**config.mk**
```make
export PLATFORM = sky130hd
export DESIGN_NAME = clk_rst_trace_engine_flat
export DESIGN_NICKNAME = d
export VERILOG_FILES = /design/src/rtl/clk_rst_trace_pkg.sv /design/src/rtl/clk_rst_trace_engine_if.sv /design/src/rtl/clk_rst_trace_fifo.sv /design/src/rtl/clk_rst_trace_engine.sv /design/src/flat_wrapper.sv
export SDC_FILE = /design/constraint.sdc
export NUM_CORES = 1
export LEC_CHECK = 0
export ABC_AREA = 1
export BUFFER_PORTS_ARGS = -buffer_cell sky130_fd_sc_hd__buf_2
export CAP_MARGIN = 25
export CORE_MARGIN = 5
export CORE_UTILIZATION = 45
export CTS_CLUSTER_SIZE = 14
export DETAILED_ROUTE_END_ITERATION = 10
export GPL_ROUTABILITY_DRIVEN = 0
export MAX_ROUTING_LAYER = met4
export PLACE_DENSITY = 0.66
export REMOVE_ABC_BUFFERS = 1
export SLEW_MARGIN = 15
export SYNTH_ARGS = -nofsm -noshare
export SYNTH_HDL_FRONTEND = slang
export SYNTH_SLANG_ARGS = --single-unit
```
**constraint.sdc**
```tcl
create_clock -name clk -period 12.49 [get_ports clk]
set_input_delay 1.8735 -clock clk [delete_from_list [all_inputs] [get_ports clk]]
set_output_delay 1.8735 -clock clk [all_outputs]
set_load 0.005 [all_outputs]
```
**src/rtl/clk_rst_trace_pkg.sv**
```systemverilog
// clk_rst_trace_pkg: shared FSM states, mode encodings and counter width for the trace engine
package clk_rst_trace_pkg;
  localparam int CNT_W = 16;
  localparam logic MODE_DUMP = 1'b0;
  localparam logic MODE_READ = 1'b1;
  typedef enum logic [1:0] {IDLE, DUMP, RD_INIT, RD_RUN} state_t;
  function automatic logic [CNT_W-1:0] sat_inc(input logic [CNT_W-1:0] v);
    return (v == '1) ? v : v + 1'b1;
  endfunction
endpackage

```
**src/rtl/clk_rst_trace_engine_if.sv**
```systemverilog
// clk_rst_trace_engine_if: dump (out) and replay (in) event streams; master is the engine side
interface clk_rst_trace_engine_if #(parameter int NUM_CH = 4, parameter int TS_W = 48);
  logic                   ev_out_valid;
  logic                   ev_out_ready;
  logic [TS_W+NUM_CH-1:0] ev_out_data;
  logic                   ev_in_valid;
  logic                   ev_in_ready;
  logic [TS_W+NUM_CH-1:0] ev_in_data;
  modport master (output ev_out_valid, ev_out_data, ev_in_ready, input ev_out_ready, ev_in_valid, ev_in_data);
  modport slave (input ev_out_valid, ev_out_data, ev_in_ready, output ev_out_ready, ev_in_valid, ev_in_data);
endinterface

```
**src/rtl/clk_rst_trace_fifo.sv**
```systemverilog
// clk_rst_trace_fifo: first-word-fall-through FIFO with flush; a full FIFO still accepts a push alongside a pop
module clk_rst_trace_fifo #(
  parameter int WIDTH = 8,
  parameter int DEPTH = 16
) (
  input  logic             clk,
  input  logic             rst,
  input  logic             flush,
  input  logic             push,
  input  logic [WIDTH-1:0] din,
  input  logic             pop,
  output logic [WIDTH-1:0] dout,
  output logic             full,
  output logic             empty
);
  localparam int AW = $clog2(DEPTH);
  logic [WIDTH-1:0] mem [DEPTH];
  logic [AW:0] wr_ptr, rd_ptr;
  logic do_push, do_pop;
  assign empty = wr_ptr == rd_ptr;
  assign full = (wr_ptr[AW-1:0] == rd_ptr[AW-1:0]) && (wr_ptr[AW] != rd_ptr[AW]);
  assign do_pop = pop && !empty;
  assign do_push = push && (!full || do_pop);
  assign dout = mem[rd_ptr[AW-1:0]];
  always_ff @(posedge clk or negedge rst)
    if (!rst) begin
      wr_ptr <= '0;
      rd_ptr <= '0;
    end else if (flush) begin
      wr_ptr <= '0;
      rd_ptr <= '0;
    end else begin
      if (do_push) wr_ptr <= wr_ptr + 1'b1;
      if (do_pop) rd_ptr <= rd_ptr + 1'b1;
    end
  // when full, the write slot is the head being popped this cycle, already read out combinationally
  always_ff @(posedge clk)
    if (do_push && !flush) mem[wr_ptr[AW-1:0]] <= din;
endmodule

```
**src/rtl/clk_rst_trace_engine.sv**
```systemverilog
// clk_rst_trace_engine: records channel changes as timestamped events (dump) or replays
// timestamped events onto sig_out (read); rst is asynchronous active-low
module clk_rst_trace_engine
  import clk_rst_trace_pkg::*;
#(
  parameter int NUM_CH     = 4,
  parameter int TS_W       = 48,
  parameter int FIFO_DEPTH = 16
) (
  input  logic                clk,
  input  logic                rst,
  input  logic                en,
  input  logic                mode,
  input  logic [NUM_CH-1:0]   sig_in,
  clk_rst_trace_engine_if.master io,
  output logic [NUM_CH-1:0]   sig_out,
  output logic [TS_W-1:0]     clkcnt,
  output logic [CNT_W-1:0]    ovf_cnt,
  output logic [CNT_W-1:0]    late_cnt,
  output logic                busy
);
  state_t state, state_nxt;
  logic en_q, first, start, flush, push, pop, full, empty, in_ready, in_fire;
  logic [NUM_CH-1:0] prev;
  logic [TS_W-1:0] ev_ts;
  logic [NUM_CH-1:0] ev_val;
  assign ev_ts = io.ev_in_data[TS_W+NUM_CH-1:NUM_CH];
  assign ev_val = io.ev_in_data[NUM_CH-1:0];
  assign flush = start && mode == MODE_DUMP;
  assign busy = state != IDLE;
  assign io.ev_out_valid = !empty;
  assign io.ev_in_ready = in_ready;
  clk_rst_trace_fifo #(.WIDTH(TS_W+NUM_CH), .DEPTH(FIFO_DEPTH)) u_fifo (
    .clk(clk), .rst(rst), .flush(flush), .push(push), .din({clkcnt, sig_in}),
    .pop(pop), .dout(io.ev_out_data), .full(full), .empty(empty)
  );
  always_ff @(posedge clk or negedge rst)
    if (!rst) state <= IDLE;
    else state <= state_nxt;
  always_comb begin
    start = en && !en_q && state == IDLE;
    in_ready = state == RD_INIT || (state == RD_RUN && io.ev_in_valid && clkcnt >= ev_ts);
    in_fire = in_ready && io.ev_in_valid;
    push = state == DUMP && (first || sig_in != prev);
    pop = !empty && io.ev_out_ready;
    state_nxt = !en ? IDLE : start ? (mode == MODE_READ ? RD_INIT : DUMP) : (state == RD_INIT && in_fire) ? RD_RUN : state;
  end
  // en_q resets high so an en already high at reset release is not taken as a rise
  always_ff @(posedge clk or negedge rst)
    if (!rst) begin
      en_q <= 1'b1;
      first <= 1'b0;
      prev <= '0;
      sig_out <= '0;
      clkcnt <= '0;
      ovf_cnt <= '0;
      late_cnt <= '0;
    end else begin
      en_q <= en;
      first <= flush;
      if (state == DUMP) prev <= sig_in;
      if (in_fire) sig_out <= ev_val;
      clkcnt <= start ? '0 : (state == RD_INIT && in_fire) ? ev_ts : (state == DUMP || state == RD_RUN) ? clkcnt + 1'b1 : clkcnt;
      ovf_cnt <= start ? '0 : (push && full && !pop) ? sat_inc(ovf_cnt) : ovf_cnt;
      late_cnt <= start ? '0 : (in_fire && state == RD_RUN && ev_ts < clkcnt) ? sat_inc(late_cnt) : late_cnt;
    end
endmodule

```
**src/flat_wrapper.sv**
```systemverilog
// flat-port wrapper written by rule: the top's interface ports become plain ports
module clk_rst_trace_engine_flat import clk_rst_trace_pkg::*;
#(
  parameter int NUM_CH     = 4,
  parameter int TS_W       = 48,
  parameter int FIFO_DEPTH = 16
)
  (clk, rst, en, mode, sig_in, sig_out, clkcnt, ovf_cnt, late_cnt, busy, io_ev_out_valid, io_ev_out_data, io_ev_in_ready, io_ev_out_ready, io_ev_in_valid, io_ev_in_data);
  clk_rst_trace_engine_if #(.NUM_CH(NUM_CH), .TS_W(TS_W)) io_i ();
  input  logic clk;
  input  logic rst;
  input  logic en;
  input  logic mode;
  input  logic [NUM_CH-1:0] sig_in;
  output logic [NUM_CH-1:0] sig_out;
  output logic [TS_W-1:0] clkcnt;
  output logic [CNT_W-1:0] ovf_cnt;
  output logic [CNT_W-1:0] late_cnt;
  output logic busy;
  output wire logic [$bits(io_i.ev_out_valid)-1:0] io_ev_out_valid;
  output wire logic [$bits(io_i.ev_out_data)-1:0] io_ev_out_data;
  output wire logic [$bits(io_i.ev_in_ready)-1:0] io_ev_in_ready;
  input wire logic [$bits(io_i.ev_out_ready)-1:0] io_ev_out_ready;
  input wire logic [$bits(io_i.ev_in_valid)-1:0] io_ev_in_valid;
  input wire logic [$bits(io_i.ev_in_data)-1:0] io_ev_in_data;
  assign io_ev_out_valid = io_i.ev_out_valid;
  assign io_ev_out_data = io_i.ev_out_data;
  assign io_ev_in_ready = io_i.ev_in_ready;
  assign io_i.ev_out_ready = io_ev_out_ready;
  assign io_i.ev_in_valid = io_ev_in_valid;
  assign io_i.ev_in_data = io_ev_in_data;
  clk_rst_trace_engine #(.NUM_CH(NUM_CH), .TS_W(TS_W), .FIFO_DEPTH(FIFO_DEPTH)) u_core (.clk(clk), .rst(rst), .en(en), .mode(mode), .sig_in(sig_in), .io(io_i), .sig_out(sig_out), .clkcnt(clkcnt), .ovf_cnt(ovf_cnt), .late_cnt(late_cnt), .busy(busy));
endmodule
```
==> results of run 1 <==
[area by class of cell]
type                            instances  area (um2)  share of cell area
Timing Repair Buffer                  289        1720              0.0376
Tap cell                             1165        1460              0.0318
Inverter                              165         627              0.0137
Antenna cell                            5        12.5            0.000273
Clock inverter                         54         490              0.0107
Sequential cell                       934       27500               0.601
Multi-Input combinational cell       2083       11400               0.248
Clock buffer                          125        2600              0.0568
[cell usage after synthesis (all sizes together)]
cell / count
clkbuf: 116
xnor2: 5
ha: 56
inv: 165
a21boi: 1
o32ai: 121
o21ai: 324
o221ai: 88
nor4: 10
nand2: 411
o211ai: 16
or2: 2
nor3: 59
mux2i: 88
nor2: 569
o22ai: 5
buf: 71
xor2: 45
nand3: 200
o21a: 1
dfrtp: 101
nand4: 30
nor3b: 1
a21o: 3
o31ai: 3
a21oi: 37
nand3b: 8
edfxtp: 832
dfstp: 1
[layer usage]
metal  vias to the layer above  wire (um)  track usage
met5                         -          0            -
met4                         0       2740       0.0596
met3                       154      10600       0.0496
met2                      1208      49000        0.343
met1                     13800      48900        0.342
li1                      12700          -            -
[worst max-delay path by stage]
| stage | startpoint | slack, ns | cells after the start | endpoint |
|---|---|---|---|---|
| detailed placement | io_ev_in_data[51] | 6.63 | 14 | io_ev_in_ready |
| global route | u_core.u_fifo.rd_ptr[0] | 5.96 | 8 | io_ev_out_data[37] |
| global placement | io_ev_in_data[51] | 6.74 | 14 | io_ev_in_ready |
| CTS | u_core.u_fifo.rd_ptr[0] | 6.16 | 8 | io_ev_out_data[20] |
| finish | u_core.u_fifo.rd_ptr[0] | 6.17 | 8 | io_ev_out_data[20] |
| floorplan | u_core.u_fifo.rd_ptr[0] | -4.72 | 5 | io_ev_out_data[0] |
[power breakdown]
group,switching (mW),leakage [nW],internal [mW]
sequential,0.297,8.91,3.98
clock,1.18,1.52,1.64
combinational,2.32,6.35,1.07
[kinds of logic after synthesis]
| group | synth area share |
|---|---|
| AOI/OAI and AO/OA | 0.0960 |
| DFF | 0.684 |
| muxes | 0.0219 |
| adders and majority gates | 0.0174 |
| buffers and inverters | 0.0358 |
| xor gates and xnor gates | 0.0109 |
| and+or+nand+nor | 0.134 |
[sequential cells by signal (all words and copies together) (netlist names)]
register	cells
u_core.u_fifo.mem	832
u_core.clkcnt	48
u_core.late_cnt	16
u_core.ovf_cnt	16
u_core.u_fifo.rd_ptr	5
u_core.u_fifo.wr_ptr	5
u_core.prev	4
u_core.sig_out	4
u_core.state	2
u_core.en_q	1
u_core.first	1
[through the flow]
stage	TNS, ns	worst slack [ns]
floorplan	-245.54	-4.72
global placement	0	6.74
detailed placement	0	6.63
CTS	0	6.16
global route	0	5.96
finish	0	6.17
[worst min-delay path, stage by stage, from the launching register on]
cell and delay, ns:
dfrtp_1 0.37, nand2_1 0.06, nand2_1 0.05
==> results.toml, run 1 <==
[place]
dp_cells = 4635
portBuffers = 200
dp_hpwl_mm = 65.4
placed_area_um2 = 42700

[clock_network]
path_clk_slew_ns = 0.06
clk_path_buf_depth = 3
cts-htree-levels = 3
cts_hold_buf = 0
post_cts_resized = 0
cts_tree = "built"
clk-insertion-delay-late_ns = 0.64
post_cts_buffers = 0
cts-root-buf = "clkbuf_16"
cts_sinks = 934
cts_made_buffers = 96

[layout]
fin_cells = 4820
final_common_cell = "edfxtp_1"
final_area_um2 = 45800
fin_nets = 3687
final_cell_mix = "edfxtp_1, nor2_1, nand2_1, o21ai_0"
utilization = 0.517
layout-drive-gt1-share = 0.133
area_delta_synth_final_pct = 13.8
fillers = 7610

[setup_path]
crit_path_end_kind = "output port"
r2r_end = "u_core.u_fifo.mem[15][10]"
cp-start-kind = "flip-flop"
cp.arrival_ns = 4.45
critPathKind = "reg2out"
worstPathMaxFanout = 100
worst-path-buf-inv = 4
critPathMaxStageDelay_ns = 0.82
r2r-start = "u_core.state[0]"
ff2ff_path_depth = 7
critPathMostFrequentCell = "buf_4"
cpMaxStageDelayCell = "buf_4"
path_cells = "inv_8, buf_4, buf_4, nor2_1, o32ai_1, nand2_1, nand3_1, buf_2"
crit_family = "buffers and inverters"
reg2reg_slack_ns = 7.78
worstPathRequired_ns = 10.62

[floorplanning]
die_y_um = 309
die_w_um = 309
die_area_um2 = 95600
num_io_pins = 201
core_area_um2 = 88600
start_util = 0.454
num_rows = 109

[yosys]
syn_area_per_cell_um2 = 12.0
yosysUniqueCellTypes = 44
synth.top_cell.area_share = 0.620
yosys.area.top_type = "edfxtp_1"
synth.area.top_cells = "edfxtp_1, dfrtp_1, nor2_1, nand2_1, o21ai_0"
yosysWarnings = 0
synthCells = 3369
syn-cell-area_um2 = 40300
synth_seq_area_share = 0.684
ys_seq_elements = 934

[sta]
rsz0062_at_grt = "no"
finalClockSkew_ns = 0.0256
slew_violations = 0
finalSetupViolCount = 0
finalCriticalPeriod_ns = 6.32
worst_slew_pin_slew_ns = 1.22
slew_headroom = 0.188
hold_viol_final = 0
layout_worst_path_cycle_share = 0.506
timing.hold.ws_ns = 0.509
max_freq_ghz = 0.158

[flow_run]
drv_cap = 0

[hold_path]
hp-class = "reg2reg"
hold_path_depth = 2
hold_start = "u_core.prev[1]"
min_to = "u_core.prev[1]"

[route]
wl_mm = 111
dr_total_vias = 27900
drtIter0Drc = 3041
wl_per_cell_um = 23.1
first_pass_iters = 6
antenna_left = 0
vias_per_cell = 5.78
drcViolationCount = 0

[pwr]
irDropWorstVdd_v = 0.000222
total_power_mw = 10.5
leakage_nw = 16.8
powerDensity_nw_per_um2 = 229

[global_routing]
grt_pass1_wl_mm = 166
grt_max_degree = 241
grt_pass1_vias = 26300
antenna_found_initial = 5
grt.overflow.total = 0
grt_use_total = 0.235

[run_status]
status = "finished, final reports clean"
(Power assumes the default switching activity.)
==> run 2: changes to the inputs <==
--- a/config.mk
+++ b/config.mk
@@ -5,7 +5,7 @@
 export SDC_FILE = /design/constraint.sdc
 export NUM_CORES = 1
 export LEC_CHECK = 0
-export ABC_AREA = 1
+export ABC_AREA = 0
 export BUFFER_PORTS_ARGS = -buffer_cell sky130_fd_sc_hd__buf_2
 export CAP_MARGIN = 25
 export CORE_MARGIN = 5
@@ -14,7 +14,7 @@
 export DETAILED_ROUTE_END_ITERATION = 10
 export GPL_ROUTABILITY_DRIVEN = 0
 export MAX_ROUTING_LAYER = met4
-export PLACE_DENSITY = 0.66
+export PLACE_DENSITY = 0.68
 export REMOVE_ABC_BUFFERS = 1
 export SLEW_MARGIN = 15
 export SYNTH_ARGS = -nofsm -noshare
==> constraint.sdc (replaced) <==
create_clock -name clk -period 5.5 [get_ports clk]
set_input_delay 0.825 -clock clk [delete_from_list [all_inputs] [get_ports clk]]
set_output_delay 0.825 -clock clk [all_outputs]
set_load 0.005 [all_outputs]
==> run 2 against run 1 <==
  * Wire length shrank 15%
  * Power rose by 100%
  * Setup slack worse by 5.9 ns
==> results.toml, run 2 <==
[layout]
final_area_um2 = 44000
multiInputGateArea_um2 = 9910
fin_nets = 2303
area_delta_synth_final_pct = 16.0
regArea_um2 = 27600
layout-drive-gt1-share = 0.316
fillers = 6513
utilization = 0.526
final_common_cell = "edfxtp_1"
final_cell_mix = "edfxtp_1, mux4_2, buf_2, clkbuf_16, dfrtp_1"
largest_reg_flops = 832

[sta]
slew_violations = 0
finalSetupViolCount = 0
fin_ws_ns = 0.240
finalClockSkew_ns = 0.0483
hold_viol_final = 0
layout_worst_path_cycle_share = 0.956
slew_headroom = 0.305
setup-tns-final_ns = 0
rsz0062_at_grt = "no"
max_freq_ghz = 0.190
finalCriticalPeriod_ns = 5.26
worst_slew_pin_slew_ns = 1.04

[yosys]
yosys.area.top_type = "edfxtp_1"
synthArstFlopShare = 0.109
synth-main-ff-cell = "edfxtp_1"
syn_area_per_cell_um2 = 19.8
synth_most_common_cell = "edfxtp_1"
synthCells = 1918
synth_common_cells = "edfxtp_1, mux4_2, dfrtp_1, a21oi_1, inv_1"
yosysWarnings = 0
ys_seq_elements = 934
syn-cell-area_um2 = 37900
synth_edf_count = 832
synth.top_cell.area_share = 0.659
yosysUniqueCellTypes = 51
synth_seq_area_share = 0.726
synth.area.top_cells = "edfxtp_1, mux4_2, dfrtp_1, ha_1, a221oi_1"

[pwr]
irDropWorstVdd_v = 0.000418
powerDensity_nw_per_um2 = 477
leakage_nw = 14.9

[clock_network]
clk-insertion-delay-late_ns = 0.67
cts_made_buffers = 95
cts_sinks = 934
cts-htree-levels = 3
cts-root-buf = "clkbuf_16"
cts_tree = "built"
clk_path_buf_depth = 3
path_clk_slew_ns = 0.06

[run_status]
status = "finished, final reports clean"

[route]
first_pass_iters = 5
wl_mm = 94.1
antenna_left = 0
wl_per_cell_um = 27.6
drcViolationCount = 0
vias_per_cell = 5.91
drtIter0Drc = 1948
dr_total_vias = 20100

[setup_path]
cp.arrival_ns = 4.44
critPathKind = "reg2out"
worst-path-buf-inv = 1
cpMaxStageDelayCell = "nor4_2"
worstPathMaxFanout = 23
r2r-start = "u_core.state[0]"
cp-start-kind = "flip-flop"
path_cells = "ha_1, nand4_1, nor4_2, nand4_1, a21oi_1, a2111oi_4, and2_1, a21oi_1, buf_2"
crit_start = "u_core.clkcnt[32]"
r2r_end = "u_core.u_fifo.wr_ptr[4]"
crit_cells = 9
worstPathRequired_ns = 4.68
setup.worst_path.end = "io_ev_in_ready"
crit_family = "simple AND/OR/NAND/NOR gates"
reg2reg_slack_ns = 1.02
crit_path_end_kind = "output port"
critPathMaxStageDelay_ns = 0.80
ff2ff_path_depth = 9

[place]
placed_area_um2 = 40700
portBuffers = 200
pre_cts_slack_ns = 0.774
dp_hpwl_mm = 53.6

[floorplanning]
core_area_um2 = 83700
num_rows = 106
num_io_pins = 201
die_area_um2 = 90200
die_w_um = 300
die_y_um = 300
start_util = 0.453

[global_routing]
grt_use_total = 0.214
grt_max_degree = 146
antenna_found_initial = 7
grt.overflow.total = 0
grt_pass1_vias = 20800
grt_pass1_wl_mm = 138

[hold_path]
hold_start = "en"
hp-class = "in2reg"

[flow_run]
drv_cap = 0
==> run 2: changes by cell type after synthesis, sizes merged, moves of 44 or more <==
cell / before / now
nor2: 569 / 62
nand2: 411 / 54
o21ai: 324 / 16
mux4: 0 / 260
nand3: 200 / 42
o32ai: 121 / 0
inv: 165 / 65
o221ai: 88 / 0
mux2i: 88 / 7
clkbuf: 116 / 62
a221oi: 0 / 49
nor3: 59 / 15
==> run 2: routing by layer <==
layer | up-vias | part of all wire | GRT usage
met1 | 10600 | 0.40 | 0.289
met3 | 144 | 0.093 | 0.0546
met5 | - | 0 | -
met4 | 0 | 0.018 | 0.0470
met2 | 961 | 0.49 | 0.334
li1 | 8417 | - | -
==> run 2: final cells by class <==
class,instances,share of cell area
Sequential cell,934,0.626
Timing Repair Buffer,263,0.0359
Clock buffer,119,0.0575
Clock inverter,59,0.0167
Inverter,65,0.00555
Multi-Input combinational cell,826,0.225
Antenna cell,6,0.000341
Tap cell,1134,0.0323
==> run 2: kinds of logic (layout without fill, tap and decap cells) <==
logic type,Yosys count,in the layout,synth area share
multiplexers,275,275,0.159
XOR/XNOR,77,77,0.0178
flip-flops,934,934,0.726
AO/OA/AOI/OAI,166,166,0.0296
AND/OR/NAND/NOR,252,252,0.0335
other,0,6,0
adder cells (fa/ha/maj),56,56,0.0185
buffers and inverters,158,506,0.0161
==> run 2: metrics by stage <==
| step | hold slack (ns) | total power, mW | cells |
|---|---|---|---|
| after global routing | 0.296 | 21.9 | 3404 |
| after floorplan | 0.501 | 13.0 | 1825 |
| after detailed placement | 0.496 | 14.6 | 3221 |
| after global placement | 0.491 | 14.4 | 3221 |
| final | 0.324 | 21.0 | 3406 |
| after CTS | 0.289 | 21.2 | 3400 |
==> run 2: worst min-delay path by stage <==
stage	slack (ns)	end	depth (start not counted)
floorplan	0.50	u_core.prev[1]	1
global placement	0.49	u_core.sig_out[2]	1
detailed placement	0.50	u_core.sig_out[0]	1
CTS	0.29	u_core.en_q	1
global route	0.30	u_core.en_q	1
finish	0.32	u_core.en_q	1
==> run 2: power by group <==
part / total, mW / internal (mW) / switching (mW)
clock: 6.65 / 3.91 / 2.74
sequential: 9.23 / 8.56 / 0.678
combinational: 5.08 / 2.53 / 2.55
==> run 2: what timing repair did <==
| action | in CTS | in global routing |
|---|---|---|
| buffers inserted | 0 | 0 |
| setup endpoints to repair | 0 | 0 |
| hold buffers | 1 | 0 |
| hold endpoints to repair | 8 | 0 |
| gates resized for setup | 0 | 0 |
